===== src/rtl/mic_buf_seq_if.sv =====
// mic_buf_seq_if: capture input stream (s_*) and playback output stream (m_*) of mic_buf_seq
// Ports: s_valid/s_ready/s_data sample input; m_valid/m_ready/m_data/m_last sample output.
// master = stream source/sink outside the sequencer, slave = the sequencer itself.
interface mic_buf_seq_if #(
   parameter int DW = 16
);
   logic          s_valid;
   logic          s_ready;
   logic [DW-1:0] s_data;
   logic          m_valid;
   logic          m_ready;
   logic [DW-1:0] m_data;
   logic          m_last;
   modport master (output s_valid, s_data, m_ready, input s_ready, m_valid, m_data, m_last);
   modport slave  (input s_valid, s_data, m_ready, output s_ready, m_valid, m_data, m_last);
endinterface


===== src/rtl/mic_buf_seq.sv =====
// mic_buf_seq: capture/playback sequencer for one 2^AW x DW microphone sample buffer
// Ports: clk, rst_n (async, active low); strm carries the capture and playback streams;
//   i_cap_start/i_rd_start/i_rd_offset/i_rd_len/i_abort control; o_busy/o_cap_done/o_rd_done/o_buf_valid status;
//   o_ram_cea/o_ram_ada/o_ram_din write port A, o_ram_ceb/o_ram_adb/i_ram_dout read port B, o_ram_oce tied high.
module mic_buf_seq #(
   parameter int AW     = 9,
   parameter int DW     = 16,
   parameter int FIFO_D = 4
) (
   input  logic          clk,
   input  logic          rst_n,
   mic_buf_seq_if.slave  strm,
   input  logic          i_cap_start,
   input  logic          i_rd_start,
   input  logic [AW-1:0] i_rd_offset,
   input  logic [AW:0]   i_rd_len,
   input  logic          i_abort,
   output logic          o_busy,
   output logic          o_cap_done,
   output logic          o_rd_done,
   output logic          o_buf_valid,
   output logic          o_ram_cea,
   output logic [AW-1:0] o_ram_ada,
   output logic [DW-1:0] o_ram_din,
   output logic          o_ram_ceb,
   output logic [AW-1:0] o_ram_adb,
   output logic          o_ram_oce,
   input  logic [DW-1:0] i_ram_dout
);
   localparam int FW = $clog2(FIFO_D);
   typedef enum logic [1:0] {IDLE, CAPTURE, READ} state_t;
   state_t        r_state, w_next;
   logic [AW-1:0] r_wr_ptr, r_rd_addr;
   logic [AW:0]   r_issue_cnt;
   logic          r_infl, r_infl_last;
   logic [DW-1:0] r_fifo_data [FIFO_D];
   logic          r_fifo_last [FIFO_D];
   logic [FW-1:0] r_head, r_tail;
   logic [FW:0]   r_fcnt, w_occ;
   logic          r_cap_done, r_rd_done, r_buf_valid;
   logic          w_write, w_cap_end, w_issue, w_pop, w_rd_end, w_abort, w_rd_go, w_cap_go;
   always_comb begin
      w_write   = (r_state == CAPTURE) && strm.s_valid;
      w_cap_end = w_write && (r_wr_ptr == '1);
      // FIFO entries plus the read in flight are the credits already spent
      w_occ     = r_fcnt + {{FW{1'b0}}, r_infl};
      w_issue   = (r_state == READ) && (r_issue_cnt != '0) && (w_occ < (FW+1)'(FIFO_D));
      w_pop     = (r_fcnt != '0) && strm.m_ready;
      w_rd_end  = w_pop && r_fifo_last[r_head];
      w_abort   = i_abort && (r_state != IDLE);
      w_cap_go  = (r_state == IDLE) && i_cap_start;
      w_rd_go   = (r_state == IDLE) && !i_cap_start && i_rd_start;
      w_next    = w_cap_go ? CAPTURE :
                  (w_rd_go && (i_rd_len != '0)) ? READ :
                  (w_abort || w_cap_end || w_rd_end) ? IDLE : r_state;
   end
   always_ff @(posedge clk or negedge rst_n) begin
      if (!rst_n) begin
         r_state     <= IDLE;
         r_wr_ptr    <= '0;
         r_rd_addr   <= '0;
         r_issue_cnt <= '0;
         r_infl      <= 1'b0;
         r_infl_last <= 1'b0;
         r_head      <= '0;
         r_tail      <= '0;
         r_fcnt      <= '0;
         r_cap_done  <= 1'b0;
         r_rd_done   <= 1'b0;
         r_buf_valid <= 1'b0;
      end else begin
         r_state     <= w_next;
         r_wr_ptr    <= w_cap_go ? '0 : w_write ? r_wr_ptr + AW'(1) : r_wr_ptr;
         r_buf_valid <= w_cap_go ? 1'b0 : (w_cap_end && !w_abort) ? 1'b1 : r_buf_valid;
         r_cap_done  <= w_cap_end && !w_abort;
         r_rd_done   <= (w_rd_go && (i_rd_len == '0)) || (w_rd_end && !w_abort);
         r_rd_addr   <= w_rd_go ? i_rd_offset : w_issue ? r_rd_addr + AW'(1) : r_rd_addr;
         r_issue_cnt <= w_abort ? '0 : w_rd_go ? i_rd_len : w_issue ? r_issue_cnt - (AW+1)'(1) : r_issue_cnt;
         // RAM data appears one cycle after the read is issued; the last-flag travels alongside
         r_infl      <= w_issue && !w_abort;
         r_infl_last <= r_issue_cnt == (AW+1)'(1);
         r_head      <= w_abort ? '0 : w_pop ? r_head + FW'(1) : r_head;
         r_tail      <= w_abort ? '0 : r_infl ? r_tail + FW'(1) : r_tail;
         r_fcnt      <= w_abort ? '0 : r_fcnt + (FW+1)'(r_infl) - (FW+1)'(w_pop);
      end
   end
   always_ff @(posedge clk) begin
      if (r_infl) begin
         r_fifo_data[r_tail] <= i_ram_dout;
         r_fifo_last[r_tail] <= r_infl_last;
      end
   end
   assign strm.s_ready = r_state == CAPTURE;
   assign strm.m_valid = r_fcnt != '0;
   assign strm.m_data  = (r_fcnt != '0) ? r_fifo_data[r_head] : '0;
   assign strm.m_last  = (r_fcnt != '0) && r_fifo_last[r_head];
   assign o_busy       = r_state != IDLE;
   assign o_cap_done   = r_cap_done;
   assign o_rd_done    = r_rd_done;
   assign o_buf_valid  = r_buf_valid;
   assign o_ram_cea    = w_write;
   assign o_ram_ada    = w_write ? r_wr_ptr : '0;
   assign o_ram_din    = w_write ? strm.s_data : '0;
   assign o_ram_ceb    = w_issue;
   assign o_ram_adb    = w_issue ? r_rd_addr : '0;
   assign o_ram_oce    = 1'b1;
endmodule


===== src/flat_wrapper.sv =====
// flat-port wrapper written by rule: the top's interface ports become plain ports
module mic_buf_seq_flat 
#(
   parameter int AW     = 9,
   parameter int DW     = 16,
   parameter int FIFO_D = 4
)
  (clk, rst_n, i_cap_start, i_rd_start, i_rd_offset, i_rd_len, i_abort, o_busy, o_cap_done, o_rd_done, o_buf_valid, o_ram_cea, o_ram_ada, o_ram_din, o_ram_ceb, o_ram_adb, o_ram_oce, i_ram_dout, strm_s_valid, strm_s_data, strm_m_ready, strm_s_ready, strm_m_valid, strm_m_data, strm_m_last);
  mic_buf_seq_if #(.DW(DW)) strm_i ();
  input  logic clk;
  input  logic rst_n;
  input  logic i_cap_start;
  input  logic i_rd_start;
  input  logic [AW-1:0] i_rd_offset;
  input  logic [AW:0] i_rd_len;
  input  logic i_abort;
  output logic o_busy;
  output logic o_cap_done;
  output logic o_rd_done;
  output logic o_buf_valid;
  output logic o_ram_cea;
  output logic [AW-1:0] o_ram_ada;
  output logic [DW-1:0] o_ram_din;
  output logic o_ram_ceb;
  output logic [AW-1:0] o_ram_adb;
  output logic o_ram_oce;
  input  logic [DW-1:0] i_ram_dout;
  input wire logic [$bits(strm_i.s_valid)-1:0] strm_s_valid;
  input wire logic [$bits(strm_i.s_data)-1:0] strm_s_data;
  input wire logic [$bits(strm_i.m_ready)-1:0] strm_m_ready;
  output wire logic [$bits(strm_i.s_ready)-1:0] strm_s_ready;
  output wire logic [$bits(strm_i.m_valid)-1:0] strm_m_valid;
  output wire logic [$bits(strm_i.m_data)-1:0] strm_m_data;
  output wire logic [$bits(strm_i.m_last)-1:0] strm_m_last;
  assign strm_i.s_valid = strm_s_valid;
  assign strm_i.s_data = strm_s_data;
  assign strm_i.m_ready = strm_m_ready;
  assign strm_s_ready = strm_i.s_ready;
  assign strm_m_valid = strm_i.m_valid;
  assign strm_m_data = strm_i.m_data;
  assign strm_m_last = strm_i.m_last;
  mic_buf_seq #(.AW(AW), .DW(DW), .FIFO_D(FIFO_D)) u_core (.clk(clk), .rst_n(rst_n), .strm(strm_i), .i_cap_start(i_cap_start), .i_rd_start(i_rd_start), .i_rd_offset(i_rd_offset), .i_rd_len(i_rd_len), .i_abort(i_abort), .o_busy(o_busy), .o_cap_done(o_cap_done), .o_rd_done(o_rd_done), .o_buf_valid(o_buf_valid), .o_ram_cea(o_ram_cea), .o_ram_ada(o_ram_ada), .o_ram_din(o_ram_din), .o_ram_ceb(o_ram_ceb), .o_ram_adb(o_ram_adb), .o_ram_oce(o_ram_oce), .i_ram_dout(i_ram_dout));
endmodule

===== config.mk =====
export PLATFORM = sky130hd
export DESIGN_NAME = mic_buf_seq_flat
export DESIGN_NICKNAME = d
export VERILOG_FILES = /design/src/rtl/mic_buf_seq_if.sv /design/src/rtl/mic_buf_seq.sv /design/src/flat_wrapper.sv
export SDC_FILE = /design/constraint.sdc
export NUM_CORES = 1
export LEC_CHECK = 0
export ABC_AREA = 1
export CAP_MARGIN = 25
export CORE_ASPECT_RATIO = 0.9
export CORE_MARGIN = 2
export CORE_UTILIZATION = 55
export DETAILED_ROUTE_END_ITERATION = 16
export MAX_ROUTING_LAYER = met4
export PLACE_DENSITY = 0.86
export SYNTH_ARGS = -nofsm -noshare
export SYNTH_HDL_FRONTEND = slang
export SYNTH_SLANG_ARGS = --single-unit

===== constraint.sdc =====
create_clock -name clk -period 4 [get_ports clk]
set_input_delay 0.8 -clock clk [delete_from_list [all_inputs] [get_ports clk]]
set_output_delay 0.8 -clock clk [all_outputs]
set_load 0.05 [all_outputs]

==> results of run 1 <==
## per-stage QoR
| stage | cells | total power [mW] | hold slack (ps) |
|---|---|---|---|
| floorplan | 617 | 3.46 | 455 |
| global placement | 840 | 4.13 | 479 |
| detailed placement | 840 | 4.23 | 477 |
| CTS | 856 | 4.91 | 508 |
| global route | 857 | 5.23 | 187 |
| finish | 857 | 4.91 | 206 |
## cells by family after synthesis
logic type	Yosys count	share of synthesized area
compound gates	99	0.0976
simple gates	295	0.229
xor+xnor	5	0.00800
other cells	1	0.000685
flops	110	0.565
buf+inv	94	0.0695
fa+ha+maj	13	0.0297
## report_power, final
part           switching, mW  total, mW  internal (mW)
sequential             0.165       1.56           1.40
combinational           1.83       2.65          0.827
clock                  0.430      0.689          0.259
## sequential cells by signal (all words and copies together), names as in the netlist, 3 cells and up
name	cells
u_core.r_fifo_last	4
u_core.r_fifo_data	64
u_core.r_rd_addr	9
u_core.r_wr_ptr	9
u_core.r_issue_cnt	10
u_core.r_fcnt	3
## cell usage after synthesis
cell type,number,area [um^2]
and3_1,1,6.26
ha_1,13,163
buf_6,1,11.3
nor2_4,2,22.5
inv_1,68,255
nor2_1,135,507
nand2_4,2,22.5
nor3_1,9,45.0
nor2_2,3,18.8
clkinv_1,1,3.75
inv_2,3,11.3
o21bai_1,1,7.51
nor3_4,1,16.3
conb_1,1,3.75
a31oi_1,4,25.0
buf_1,1,3.75
o21ai_0,55,275
edfxtp_1,68,2040
buf_4,1,7.51
nand2_1,104,390
xor2_1,3,26.3
nand3_4,2,35.0
clkbuf_1,6,22.5
o21ai_2,6,52.6
dfrtp_1,42,1050
a21oi_1,26,130
nand3_1,27,135
or2_2,1,6.26
o21a_1,1,7.51
o211ai_1,1,7.51
a21oi_2,1,8.76
or2_0,1,6.26
nand4_1,7,43.8
xnor2_1,2,17.5
o21ai_1,4,20.0
buf_2,13,65.1
## worst max path at each step
stage | start | to | slack, ps
floorplan | u_core.r_fcnt[0] | o_ram_adb[0] | 1160
CTS | u_core.r_infl | o_ram_adb[5] | 400
global route | u_core.r_infl | o_ram_adb[5] | 290
finish | u_core.r_infl | o_ram_adb[5] | 400
global placement | u_core.r_infl | o_ram_adb[3] | 910
detailed placement | u_core.r_infl | o_ram_adb[5] | 820
## layer usage
layer  vias up  part of all wire  GRT usage
li1       2235                 -          -
met1      2101              0.43      0.327
met2       202              0.49      0.418
met3        18             0.072     0.0450
met4         0             0.011     0.0799
met5         -                 0          -
## cell type report
class	count	area, um^2	area share
clock buffer	9	124	0.0180
clock inverter	7	88.8	0.0129
inverter	72	270	0.0394
multi-input combinational	413	2000	0.291
sequential	110	3090	0.450
tap	126	158	0.0230
timing repair buffer	120	1130	0.165
## critical path: stages, from the launching register on
cell             delay, ps
dfrtp_1                490
ha_1                   240
ha_1                   190
xor2_1                 170
nor2_1                 190
nand2_4                190
nor2_1                 160
clkdlybuf4s50_1        820
==> run_results.csv, run 1 <==
group,metric,value,unit
cts,cts.path.max_buffers,2,
floorplan,num_rows,34,
sta,fin_crit,3600,ps
synthesis,yosys_warnings,0,
cells_and_area,drive_above_1_share,0.0930,
routing,drcViolationCount,0,
sta,report.final.slew_viol_count,0,
global_route,grt_pass1_wl,21000,um
global_route,grt_pass1_vias,4565,
synthesis,synth_seq_cells,110,
routing,antenna_left,0,
synthesis,ys_seq_area_frac,0.565,
worst_setup_path,critPathCaptureType,"primary output",
floorplan,io_pins,118,
global_route,grt.total_usage,0.256,
cells_and_area,design_area,6870,um^2
global_route,overflow,0,
placement,dp_hpwl,8940,um
floorplan,fp.dieH,98.6,um
cts,clock_latency,380,ps
cells_and_area,fin_nets,797,
cts,h-tree-depth,3,
floorplan,die_w,109,um
floorplan,start_util,0.567,
sta,setup_viol,0,
global_route,grt_max_degree,43,
routing,routed_wl,12800,um
worst_setup_path,worst_r2r_path_depth,6,
job,max_cap_viol_count,0,
sta,period_share,0.900,
synthesis,syn-num-nets,688,
worst_setup_path,crit_path_max_fanout,17,
placement,port_buffers,116,
synthesis,ys_types,36,
routing,vias_per_cell,5.32,
synthesis,syn_area_per_cell,8.87,um^2
synthesis,syn-cell-area,5470,um^2
cts,numCtsBuffers,9,
sta,fmax,278,MHz
sta,rsz0062_at_grt,"no",
cts,clk_pin_slew,120,ps
worst_setup_path,reg2reg_from,"u_core.r_fcnt[2]",
cells_and_area,layout_common_cells,"nor2_1 (135), nand2_1 (104), clkdlybuf4s50_1 (89), inv_1 (68), edfxtp_1 (68)",
cells_and_area,areaGrowthSynthToFinish,25.5,%
routing,wl_per_cell,15.0,um
power_and_ir_drop,p_leak,2.94,nW
floorplan,core,9660,um^2
cts,cts_setup_buffers,0,
power_and_ir_drop,powerDensity,714,nW/um^2
placement,globalplace.congestion,0.922,
worst_setup_path,worst-setup-path-type,"reg -> out",
sta,layout_setup_ws,398,ps
status,status,"finished clean",
cells_and_area,final_core_util,0.711,
sta,slew_headroom,0.427,
cts,cts_sinks,110,
worst_setup_path,critPathArrivalTime,2800,ps
cts,cts_tree,"done",
sta,finClkSkew,18.0,ps
routing,dr_total_vias,4556,
worst_setup_path,start_kind,"flip-flop",
cts,hold_buffers,0,
placement,dp_slack,821,ps
cells_and_area,final_common_cell,"nor2_1",
global_route,antenna_found_initial,0,
cells_and_area,diodes,0,
placement,dpl_cell_area,6630,um^2
hold_path,hp-class,"in -> async",
cells_and_area,fillCellCount,725,
routing,drt_iter0_markers,327,
cts,cts_resized,0,
worst_setup_path,worstReg2RegEnd,"u_core.r_fcnt[2]",
cts,root_buffer,"clkbuf_8",
sta,hold_viol,0,
routing,firstDrtPassIters,5,
worst_setup_path,crit_required,3200,ps
worst_setup_path,ff2ff_setup_slack,1780,ps
power_and_ir_drop,vdd_drop_max,549,uV
floorplan,die_area,10800,um^2
sta,tns,0,ps
synthesis,netlist_instances,617,
sta,worst_slew_pin_slew,857,ps
No activity file was read; power rests on OpenSTA's default activity.
==> inputs of run 2 (changes only) <==
Settings changed: SLEW_MARGIN set to 20.
==> run 2 against run 1 <==
Design area grew 0.11%. Sequential share of layout area is essentially flat. Non-clock buffer count is the same. Maximum frequency grew 0.14%. Worst hold slack gained 160 ps. Largest power group unchanged. Highest routed layer unchanged.
==> run_results.csv, run 2 (synthesis gave the netlist of run 1 again) <==
group,metric,value,unit
status,status,"finished clean",
cts,hold_buffers,0,
cells_and_area,fin_nets,797,
hold_path,hp-class,"in -> async",
worst_setup_path,start_kind,"flip-flop",
routing,wl_per_cell,14.9,um
floorplan,core,9660,um^2
floorplan,num_rows,34,
cells_and_area,diodes,0,
floorplan,io_pins,118,
power_and_ir_drop,vdd_drop_max,548,uV
placement,port_buffers,116,
sta,setup_viol,0,
worst_setup_path,worst-setup-path-type,"reg -> out",
placement,dp_hpwl,8940,um
floorplan,fp.dieH,98.6,um
cells_and_area,largest_reg_flops,64,
sta,holdWs,365,ps
routing,drt_iter0_markers,329,
global_route,grt_max_degree,43,
worst_setup_path,critPathArrivalTime,2800,ps
routing,met2WireLength,6250,um
cts,cts_resized,0,
cts,cts.path.max_buffers,2,
cts,numCtsBuffers,9,
worst_setup_path,crit_required,3200,ps
placement,globalplace.congestion,0.922,
global_route,grt_pass1_vias,4565,
cts,cts_setup_buffers,0,
global_route,overflow,0,
sta,finClkSkew,14.1,ps
sta,period_share,0.899,
cells_and_area,final_common_cell,"nor2_1",
global_route,grt.total_usage,0.256,
cts,clk_pin_slew,110,ps
cells_and_area,largest_register,"u_core.r_fifo_data",
cts,cts_sinks,110,
cts,cts_tree,"done",
cells_and_area,reg_top3,"u_core.r_fifo_data (64), u_core.r_issue_cnt (10)",
floorplan,die_w,109,um
cells_and_area,multi_input_area,2000,um^2
routing,firstDrtPassIters,5,
sta,rsz0062_at_grt,"no",
cts,root_buffer,"clkbuf_8",
power_and_ir_drop,powerDensity,713,nW/um^2
cells_and_area,layout_common_cells,"nor2_1 (135), nand2_1 (104), clkdlybuf4s50_1 (89), inv_1 (68), edfxtp_1 (68)",
routing,top_layer_used,"met4",
sta,hold_viol,0,
routing,drcViolationCount,0,
global_route,grt_pass1_wl,21000,um
routing,route.met3.wl,948,um
routing,dr_total_vias,4547,
cells_and_area,fillCellCount,723,
sta,tns,0,ps
worst_setup_path,critPathCaptureType,"primary output",
routing,m1WireLength,5430,um
cells_and_area,drive_above_1_share,0.0930,
sta,fmax,278,MHz
floorplan,die_area,10800,um^2
worst_setup_path,crit_path_max_fanout,17,
sta,report.final.slew_viol_count,0,
cells_and_area,seqCellArea,3090,um^2
cells_and_area,areaGrowthSynthToFinish,25.6,%
cts,h-tree-depth,3,
job,max_cap_viol_count,0,
routing,routed_wl,12800,um
routing,antenna_left,0,
floorplan,start_util,0.567,
sta,fin_crit,3600,ps
sta,worst_slew_pin_slew,843,ps
cts,clock_latency,380,ps
sta,slew_headroom,0.436,
routing,vias_per_cell,5.31,
global_route,antenna_found_initial,0,
power_and_ir_drop,p_leak,2.94,nW
-- run 2: layer usage --
| metal | track usage | up-vias |
|---|---|---|
| met2 | 0.418 | 192 |
| met3 | 0.0450 | 16 |
| met4 | 0.0799 | 0 |
| met1 | 0.327 | 2105 |
| li1 | - | 2234 |
| met5 | - | - |
-- run 2: path summary, 6_finish.rpt --
kind	startpoint	end	slack [ps]	cells past startpoint
worst max-delay path	u_core.r_infl	o_ram_adb[5]	400	7
worst min-delay path	rst_n	u_core.r_rd_addr[8]	360	1
worst max register to register	u_core.r_fcnt[2]	u_core.r_fcnt[2]	1790	6
worst min register to register	u_core.r_infl_last	u_core.r_fifo_last[2]	510	0
max in group asynchronous	rst_n	u_core.r_wr_ptr[1]	3140	2
min in group clk	u_core.r_infl_last	u_core.r_fifo_last[2]	510	0
-- run 2: worst max-delay path, stage by stage (launching register included) --
cell,delay (ps)
dfrtp_1,490
ha_1,240
ha_1,190
xor2_1,170
nor2_1,190
nand2_4,180
nor2_1,160
clkdlybuf4s50_1,820
-- run 2: final cells by class --
| cell class | count | share of cell area |
|---|---|---|
| sequential | 110 | 0.450 |
| multi-input combinational | 413 | 0.291 |
| timing repair buffer | 120 | 0.166 |
| inverter | 72 | 0.0393 |
| tap | 126 | 0.0229 |
| clock buffer | 9 | 0.0180 |
| clock inverter | 7 | 0.0129 |
-- run 2: where the power goes --
part / switching [mW] / leakage (nW) / internal [mW]
clock network: 0.428 / 0.107 / 0.259
logic: 1.82 / 1.66 / 0.827
registers: 0.166 / 1.17 / 1.40
-- run 2: through the flow --
stage	total power [mW]	setup slack, ps	instance area (um^2)	instances	utilization
CTS	4.91	396	6850	856	0.709
global route	5.23	281	6870	857	0.712
global placement	4.13	914	6630	840	0.687
floorplan	3.46	1160	5470	617	-
finish	4.90	403	6870	857	0.712
detailed placement	4.23	821	6630	840	0.687
